--- config.mk ---
export PLATFORM = sky130hd
export DESIGN_NAME = mc_cmd_arbiter
export DESIGN_NICKNAME = d
export VERILOG_FILES = /design/src/rtl/mc_pkg.sv /design/src/rtl/mc_slew.sv /design/src/rtl/mc_cmd_arbiter.sv
export SDC_FILE = /design/constraint.sdc
export NUM_CORES = 1
export LEC_CHECK = 0
export CORE_ASPECT_RATIO = 0.7
export CORE_MARGIN = 4
export CORE_UTILIZATION = 55
export CTS_CLUSTER_SIZE = 28
export DETAILED_ROUTE_END_ITERATION = 12
export HOLD_SLACK_MARGIN = 0.03
export PLACE_DENSITY = 0.88
export REMOVE_ABC_BUFFERS = 1
export SYNTH_ARGS = -nofsm -noshare
export SYNTH_HDL_FRONTEND = slang
export SYNTH_SLANG_ARGS = --single-unit
--- constraint.sdc ---
create_clock -name CLK -period 4.6 [get_ports CLK]
set_input_delay 0.92 -clock CLK [delete_from_list [all_inputs] [get_ports CLK]]
set_output_delay 0.92 -clock CLK [all_outputs]
set_load 0.05 [all_outputs]
--- src/rtl/mc_pkg.sv ---
// Shared definitions for the motor-command path: the 5-bit command format and
// conversion to and from signed speed levels.
package mc_pkg;

    localparam int LVL_W = 5;
    localparam int CMD_W = 5;

    typedef enum logic [1:0] {
        FORWARD = 2'b00,
        NEUTRAL = 2'b01,
        REVERSE = 2'b10
    } dir_t;

    typedef logic signed [LVL_W-1:0] level_t;
    typedef logic [CMD_W-1:0]        mc_cmd_t;

    // Request payload layout: right motor in the upper half.
    typedef struct packed {
        mc_cmd_t right;
        mc_cmd_t left;
    } cmd_pair_t;

    // FORWARD -> +(p+1), REVERSE -> -(p+1), NEUTRAL and the unused code -> 0.
    function automatic level_t cmd_to_level(input mc_cmd_t cmd);
        level_t mag;
        mag = level_t'({2'b00, cmd[4:2]} + 5'd1);
        case (cmd[1:0])
            FORWARD: return mag;
            REVERSE: return -mag;
            default: return '0;
        endcase
    endfunction

    function automatic mc_cmd_t level_to_cmd(input level_t lvl);
        logic [2:0] p;
        if (lvl == '0) begin
            return {3'b000, NEUTRAL};
        end else if (lvl[LVL_W-1]) begin
            p = 3'(-lvl - 5'sd1);
            return {p, REVERSE};
        end else begin
            p = 3'(lvl - 5'sd1);
            return {p, FORWARD};
        end
    endfunction

endpackage

--- src/rtl/mc_slew.sv ---
// One motor's target/current level pair; current steps toward target by at
// most STEP on each frame tick.
module mc_slew
    import mc_pkg::*;
#(
    parameter int unsigned STEP = 2
) (
    input  logic   CLK,
    input  logic   RST_N,
    input  logic   tick,
    input  logic   load,
    input  level_t target_in,
    input  logic   force_zero,
    output level_t current
);

    localparam logic signed [LVL_W:0] STEP_S = (LVL_W + 1)'(STEP);

    level_t                target;
    level_t                target_nxt;
    level_t                step_lvl;
    logic signed [LVL_W:0] cur_ext;
    logic signed [LVL_W:0] diff;

    // A load on a tick edge is seen by that same tick's step.
    always_comb begin
        target_nxt = load ? target_in : target;
        cur_ext    = {current[LVL_W-1], current};
        diff       = {target_nxt[LVL_W-1], target_nxt} - cur_ext;
        if (diff > STEP_S) begin
            step_lvl = level_t'(cur_ext + STEP_S);
        end else if (diff < -STEP_S) begin
            step_lvl = level_t'(cur_ext - STEP_S);
        end else begin
            step_lvl = target_nxt;
        end
    end

    // NOTE: state updates use non-blocking assignments so both motor
    // instances and the arbiter all sample pre-edge values.
    always_ff @(posedge CLK or negedge RST_N) begin
        if (!RST_N) begin
            target  <= '0;
            current <= '0;
        end else if (force_zero) begin
            target  <= '0;
            current <= '0;
        end else begin
            target <= target_nxt;
            if (tick) current <= step_lvl;
        end
    end

endmodule

--- src/rtl/mc_cmd_arbiter.sv ---
// Arbitrates obstacle/navigation motor commands, applies the frame-aligned
// slew limit, emergency stop and a no-command watchdog.
module mc_cmd_arbiter
    import mc_pkg::*;
#(
    parameter int unsigned REFRESH         = 1200000,
    parameter int unsigned STEP            = 2,
    parameter int unsigned TIMEOUT_FRAMES  = 42,
    parameter int unsigned OBS_HOLD_FRAMES = 8
) (
    input  logic       CLK,
    input  logic       RST_N,
    input  logic       ESTOP,
    input  logic       OBS_REQ,
    input  logic [9:0] OBS_CMD,
    output logic       OBS_ACK,
    input  logic       NAV_REQ,
    input  logic [9:0] NAV_CMD,
    output logic       NAV_ACK,
    output logic [4:0] MC1,
    output logic [4:0] MC2,
    output logic       FRAME_TICK,
    output logic       TIMED_OUT
);

    localparam int FR_W  = (REFRESH > 1) ? $clog2(REFRESH) : 1;
    localparam int WD_W  = $clog2(TIMEOUT_FRAMES + 1);
    localparam int OWN_W = $clog2(OBS_HOLD_FRAMES + 1);

    logic [FR_W-1:0]  frame_cnt;
    logic [WD_W-1:0]  wd_cnt;
    logic [OWN_W-1:0] own_cnt;

    logic      tick;
    logic      obs_acc;
    logic      nav_acc;
    logic      accept;
    logic      wd_trip;
    logic      load;
    cmd_pair_t acc_cmd;
    level_t    tgt_left;
    level_t    tgt_right;
    level_t    cur_left;
    level_t    cur_right;

    assign tick = (frame_cnt == FR_W'(REFRESH - 1));

    // NOTE: every signal here is assigned on every path, so no latch forms.
    always_comb begin
        obs_acc   = OBS_REQ && !ESTOP;
        nav_acc   = NAV_REQ && !OBS_REQ && (own_cnt == '0) && !ESTOP;
        accept    = obs_acc || nav_acc;
        acc_cmd   = obs_acc ? cmd_pair_t'(OBS_CMD) : cmd_pair_t'(NAV_CMD);
        wd_trip   = tick && !accept && !ESTOP
                    && (wd_cnt == WD_W'(TIMEOUT_FRAMES - 1));
        load      = accept || wd_trip;
        tgt_left  = accept ? cmd_to_level(acc_cmd.left)  : '0;
        tgt_right = accept ? cmd_to_level(acc_cmd.right) : '0;
    end

    always_ff @(posedge CLK or negedge RST_N) begin
        if (!RST_N) begin
            frame_cnt  <= '0;
            FRAME_TICK <= 1'b0;
            OBS_ACK    <= 1'b0;
            NAV_ACK    <= 1'b0;
            wd_cnt     <= '0;
            TIMED_OUT  <= 1'b1;
            own_cnt    <= '0;
        end else begin
            frame_cnt  <= tick ? '0 : frame_cnt + 1'b1;
            FRAME_TICK <= tick;
            // During ESTOP every request is acknowledged and dropped.
            OBS_ACK    <= ESTOP ? OBS_REQ : obs_acc;
            NAV_ACK    <= ESTOP ? NAV_REQ : nav_acc;

            if (ESTOP || accept) begin
                wd_cnt    <= '0;
                TIMED_OUT <= 1'b0;
            end else if (tick && (wd_cnt != WD_W'(TIMEOUT_FRAMES))) begin
                wd_cnt <= wd_cnt + 1'b1;
                if (wd_trip) TIMED_OUT <= 1'b1;
            end

            if (obs_acc) begin
                own_cnt <= OWN_W'(OBS_HOLD_FRAMES);
            end else if (tick && (own_cnt != '0)) begin
                own_cnt <= own_cnt - 1'b1;
            end
        end
    end

    mc_slew #(.STEP(STEP)) u_slew_left (
        .CLK        (CLK),
        .RST_N      (RST_N),
        .tick       (tick),
        .load       (load),
        .target_in  (tgt_left),
        .force_zero (ESTOP),
        .current    (cur_left)
    );

    mc_slew #(.STEP(STEP)) u_slew_right (
        .CLK        (CLK),
        .RST_N      (RST_N),
        .tick       (tick),
        .load       (load),
        .target_in  (tgt_right),
        .force_zero (ESTOP),
        .current    (cur_right)
    );

    assign MC1 = level_to_cmd(cur_left);
    assign MC2 = level_to_cmd(cur_right);

endmodule

=== After elaboration in Yosys (flattened, before gate mapping) ===
Cells that the tools add are included.

* ROM bits: 0
* Memories kept: 0
* Memory bits (writable): 0
* Output and inout bits: 14
* Word-level logic and storage cells: 96
* Input port bits: 25
* Latch bits: 0
* Bits in registers: 55

* Equal/unequal tests: 5
* Order comparisons: 4
* Reduce and logical (&&, ||, !) cells: 26
* Bitwise logic cells: 0
* Add/subtract/negate cells: 19
* Shift operators: 0
* Divide/modulo/power cells: 0
* Mux-type cells: 31
* $mul: 0

{| class="wikitable"
|+ Operators by type and width
! kind !! count
|-
| two-way mux 5 bit || 18
|-
| adder 21 x 1 -> 21 bit (second input constant) || 1
|-
| equality test 21 bit (second input constant) || 1
|-
| two-way mux 21 bit || 1
|-
| case mux 5 bit (2 select lines) || 2
|-
| > comparator 6 x 3 -> 1 bit (second input constant) || 2
|-
| less-than comparator 6 x 2 -> 1 bit (second input constant) || 2
|-
| two-way mux 6 bit || 2
|-
| subtractor 3 x 2 -> 3 bit (second input constant) || 4
|-
| subtractor 5 x 5 -> 6 bit || 2
|-
| adder 5 x 3 -> 5 bit (second input constant) || 2
|-
| logical NOT 5 bit || 2
|-
| two-way mux 10 bit || 1
|-
| negator 4 -> 5 bit || 2
|-
| subtractor 5 x 3 -> 5 bit (second input constant) || 2
|-
| logical AND 1 bit || 9
|-
| adder 3 x 1 -> 4 bit (second input constant) || 2
|-
| two-way mux 4 bit || 2
|-
| nonzero test 2 bit || 4
|-
| adder 6 x 1 -> 6 bit (second input constant) || 1
|-
| equality test 6 bit (second input constant) || 1
|-
| != test 6 bit (second input constant) || 1
|-
| negator 3 bit || 2
|-
| two-way mux 1 bit || 5
|-
| 8 further kinds || 14
|}

=== Logic depth before layout (Yosys ltp) ===
* Depth in word-level cells: 17
* Depth in mapped cells: 17
* Mapped depth without buffers: 16

=== Hierarchy ===
From an unflattened synthesis, not the netlist that was laid out.

* Cell total of the unflattened synthesis: 470
* Area total of the unflattened synthesis: 4119.0 sq um

{| class="wikitable"
|+ Modules (own cells, without submodules)
! module !! times used !! seq. area each (sq um) !! cells an instance !! area an instance (sq um)
|-
| mc_cmd_arbiter || 1 || 877.1 || 262 || 2294.7
|-
| mc_slew || 2 || 250.2 || 104 || 912.1
|}

=== Least setup slack after synthesis ===
Ideal clock, no wire load.

* Kind: reg-to-output
* From: reg u_slew_left.current[1]
* To: out MC1[3]
* Path buffers: 0
* Path slack: 0.428 ns
* Cell stages (with the launch flop): 5
* Arrival: 3.252 ns
* Required time: 3.680 ns
* Path through: dfrtp_1 > inv_1 > ha_1 > nor4b_1 > a211oi_1

* Word-level cells in the longest chain between the ends: 4
* Elaborated cells on any way between the ends: 6
* Those cells by class: add/sub (3); mux (2); reduce/logical (1)

{| class="wikitable"
|+ Ends and longest elaborated chain
! item !! RTL line !! source
|-
| start: declaration || mc_slew.sv:14 || <nowiki>output level_t current</nowiki>
|-
| start signal: assignment || mc_slew.sv:50 || <nowiki>if (tick) current <= step_lvl;</nowiki>
|-
| negator 3 bit || mc_pkg.sv:39 || <nowiki>p = 3'(-lvl - 5'sd1);</nowiki>
|-
| subtractor 3 x 2 -> 3 bit || mc_pkg.sv:39 ||
|-
| two-way mux 5 bit || mc_pkg.sv:38 || <nowiki>end else if (lvl[LVL_W-1]) begin</nowiki>
|-
| two-way mux 5 bit (*) || mc_pkg.sv:36 || <nowiki>if (lvl == '0) begin</nowiki>
|-
| end: declaration || mc_cmd_arbiter.sv:20 || <nowiki>output logic [4:0] MC1,</nowiki>
|}

Every way passes the cells marked *; elsewhere a longest branch is shown, timed or not.

=== Worst setup path after layout ===
* From: in ESTOP
* To: reg u_slew_left.current[0]

* Word-level cells in the longest chain between the ends: 15
* Elaborated cells on any way between the ends: 25
* Those cells by class: add/sub (3); order compare (2); eq/ne (1); mux (8); reduce/logical (11)

{| class="wikitable"
|+ Ends and longest elaborated chain
! item !! RTL line !! source
|-
| start: declaration || mc_cmd_arbiter.sv:13 || <nowiki>input logic ESTOP,</nowiki>
|-
| branches (longest 15 deep; another with subtractor 5 x 5 -> 6 bit) || -- ||
|}

Several ways; the timed one is not identified. The select of a mux whose other input is x is not followed.
A chain may end at the register's enable or synchronous reset.

==> impl_results.md <==
* Combinational power share at 25.1%
* Fin crit period at 4.408 ns
* Post-layout util at 67.93%
* Seq cells post-synth at 55
* Antenna cells at 0
* Io pins at 39
* Post-CTS Hold Buffers at 0
* Number of global-route vias before repair at 3480
* Vias per cell at 6.117
* Routability congestion estimate at 0.9596
* Reg2reg path depth at 18
* Post-Route WL at 10170 µm
* CP Class: in2reg
* Share of cells above drive strength 1 at 12.50%
* Post-CTS setup buffer count at 0
* FFs w/ async S/R, synth at 100.0%
* CTS sink count at 55
* Final WS setup at 0.1917 ns
* Top-count cell post-synth: dfrtp_1
* Tot Pwr at 1.014 mW
* Setup_tns at 0 ns
* Register area share after synthesis at 35.47%
* GRT Total Usage at 24.85%
* Adder-Cell Fraction of Synth Area at 7.796%
* Floorplan core area at 0.006819 mm²
* CP Data Required Time at 4.81 ns
* Netlist cell types at 76
* Reg power frac at 48.2%
* Crit path launch type: input port
* Row cnt at 25
* Cts bufs inserted at 5
* Die width at 108.4 µm
* Switching portion of total power at 30.01%
* Via count at 3609
* End of the worst register-to-register path: u_slew_left.current[0]$_DFFE_PN0P_
* Max Transition Viols Final at 0
* Clk pin slew, worst setup/hold paths at 0.10 ns
* Max H-tree Level at 2
* EDFF count, synth at 0
* First-pass GRT wire length at 17050 µm
* RSZ-0062 raised after global routing: true
* Max Cap Viol at 0
* Hold Path Class: in2async
* Area grow syn2layout at 19.27%
* Top cell type's share of synthesized area at 34.79%
* Root buffer cell: clkbuf_8
* Initial Util at 56.95%
* P_sw at 0.3044 mW
* Clk pwr share at 26.7%
* Status: complete, no violations
* Post-synth top flop: dfrtp_1
* Layout net count at 543
* Clock buffer depth at 2
* Critical path data arrival time at 4.61 ns
* Initial antenna violation count at 0
* P_int at 0.7098 mW
* Synthesized area per cell at 8.847 µm²
* Yosys top cell by area: dfrtp_1
* Least-Margin Pin Slew at 0.5968 ns
* ANT nets after route at 0
* FF-to-FF Start: own_cnt[0]$_DFFE_PN0P_
* Finish-stage setup viols at 0
* Fill cell count at 552
* Pwr Density at 218.9 mW/mm²
* DRC violations left at 0
* Post-Synth XOR/XNOR Area at 7.893%
* CTS tree: done
* Flop2flop setup slack at 0.61 ns
* Crit-path max FO at 6
* Compound-Gate Fraction of Synth Area at 16.62%
* Clk_lat worst skew at 0.31 ns
* Synth top cells by count: dfrtp_1 (54), nor2_1 (52), nand2_1 (37), inv_1 (25), ha_1 (21)
* Die height at 78.31 µm
* Simple-gate share of the synthesized area at 25.77%
* Critical path endpoint category: flip-flop
* Final period utilization at 95.83%
* Pre-antenna DRT Iters at 5
* Largest family of logic cells by synthesized area: simple AND/OR/NAND/NOR gates
* Pin count of the biggest net entering global routing at 48
* Port Buf Inserts at 38
* Top post-synthesis cells by area: dfrtp_1 (35%), ha_1 (6.8%), nor2_1 (5.0%)
* Slew HR at 60.22%
* Post-Synthesis Cells at 439
* Leakage at 1.985 nW
* Yosys warns at 0
* Place WS at -0.1777 ns
* Final hold violation count at 0
* DP HPWL at 7599 µm
* Die area at 0.008491 mm²
* Post-Syn Area at 0.003884 mm²
* Average wire per standard cell at 17.23 µm
* Maximum clock frequency at 226.8 MHz
* VDD IR max at 0.1263 mV
* 1st-iter DRT viols at 286
* Post-synthesis mux area share at 1.836%
* Global route overflow at 0
* Worst clock skew at 0.007544 ns
cells in the final DEF (no fill, tap or decap), drive strengths merged, types with 6 or more instances in the layout:
master         synthesis  layout
nor2b                 11      11
nand3                 17      17
ha                    21      21
mux2i                  6       6
and2                   8       8
xor2                  19      19
xnor2                 16      16
dfrtp                 54      54
o21ai                 19      19
nor2                  52      52
nand4                 10      10
a211oi                 7       7
buf                    8      29
inv                   26      27
clkdlybuf4s50          0      36
nor3                   7       7
nand2                 37      37
a21oi                 23      23
worst max-delay path by stage:
stage	start	end	slack, ns	cells after the start
after floorplan	u_slew_left.current[1]$_DFFE_PN0P_	MC1[3]	0.43	4
after CTS	ESTOP	u_slew_left.current[2]$_DFFE_PN0P_	0.08	14
after global placement	ESTOP	u_slew_right.current[1]$_DFFE_PN0P_	0.05	16
final	ESTOP	u_slew_left.current[0]$_DFFE_PN0P_	0.19	17
after global routing	ESTOP	u_slew_left.current[0]$_DFFE_PN0P_	-0.03	17
after detailed placement	ESTOP	u_slew_left.current[2]$_DFFE_PN0P_	-0.18	14
metal layers:
layer | GRT usage, % | routed length, µm
met3 | 4.026 | 726
met4 | 6.936 | 172
met5 | 0 | 0
met1 | 35.91 | 4655
met2 | 38.59 | 4610
stage by stage:
| step | hold slack (ns) | cells | cell area, µm² |
|---|---|---|---|
| after floorplan | 0.4329 | 422 | 3802 |
| after global placement | 0.4490 | 582 | 4506 |
| after detailed placement | 0.4656 | 582 | 4506 |
| after CTS | 0.4334 | 590 | 4593 |
| after global routing | 0.4287 | 590 | 4632 |
| final | 0.4374 | 590 | 4632 |
registers in the layout, summed over array words and instances (netlist names):
| register | flops |
|---|---|
| frame_cnt | 21 |
| wd_cnt | 6 |
| u_slew_left.current | 5 |
| u_slew_left.target | 5 |
| u_slew_right.current | 5 |
| u_slew_right.target | 5 |
| own_cnt | 4 |
| FRAME_TICK | 1 |
| NAV_ACK | 1 |
| OBS_ACK | 1 |
| TIMED_OUT | 1 |
power groups by stage:
| stage | logic, mW | clock network (mW) | registers [mW] |
|---|---|---|---|
| 2_1_floorplan | 0.136 | 0 | 0.501 |
| 3_3_place_gp | 0.234 | 0 | 0.498 |
| 3_5_place_dp | 0.242 | 0 | 0.498 |
| 4_1_cts | 0.244 | 0.275 | 0.488 |
| 5_1_grt | 0.279 | 0.297 | 0.489 |
| 6_report | 0.255 | 0.271 | 0.489 |
final cells by class:
class | instances | area [µm²] | area share, %
flip-flops and latches | 55 | 1378 | 29.74
clock buffers | 5 | 68.82 | 1.486
inverters | 26 | 97.59 | 2.107
clock inverters | 3 | 18.77 | 0.4052
repair buffers | 66 | 588.1 | 12.70
well taps | 94 | 117.6 | 2.539
multi-input cells | 341 | 2364 | 51.03
kinds of logic (layout without fill, tap and decap cells):
family	after synthesis	count (layout)
xor+xnor	35	35
compound gates	91	91
mux	7	7
simple gates	185	185
fa+ha+maj	23	23
buf+inv	43	100
flops	55	55
critical path, cell delays in order:
cell and delay (ns):
clkdlybuf4s50_1 0.51, nor2b_1 0.20, buf_4 0.15, mux2i_1 0.22, nand2_1 0.09, xor2_1 0.17, o21a_1 0.15, inv_1 0.07
ha_1 0.35, a21oi_1 0.23, nand2_1 0.15, o41a_1 0.33, o2111a_1 0.17, buf_4 0.17, nor4_1 0.44, nand2_1 0.13
o211a_1 0.15
what timing repair did:
| item | CTS | global route |
|---|---|---|
| hold endpoints to repair | 0 | 0 |
| gates resized for setup | 0 | 10 |
| endpoints found under the setup margin | 0 | 9 |
Note: power is estimated with default switching activity, not from simulation.
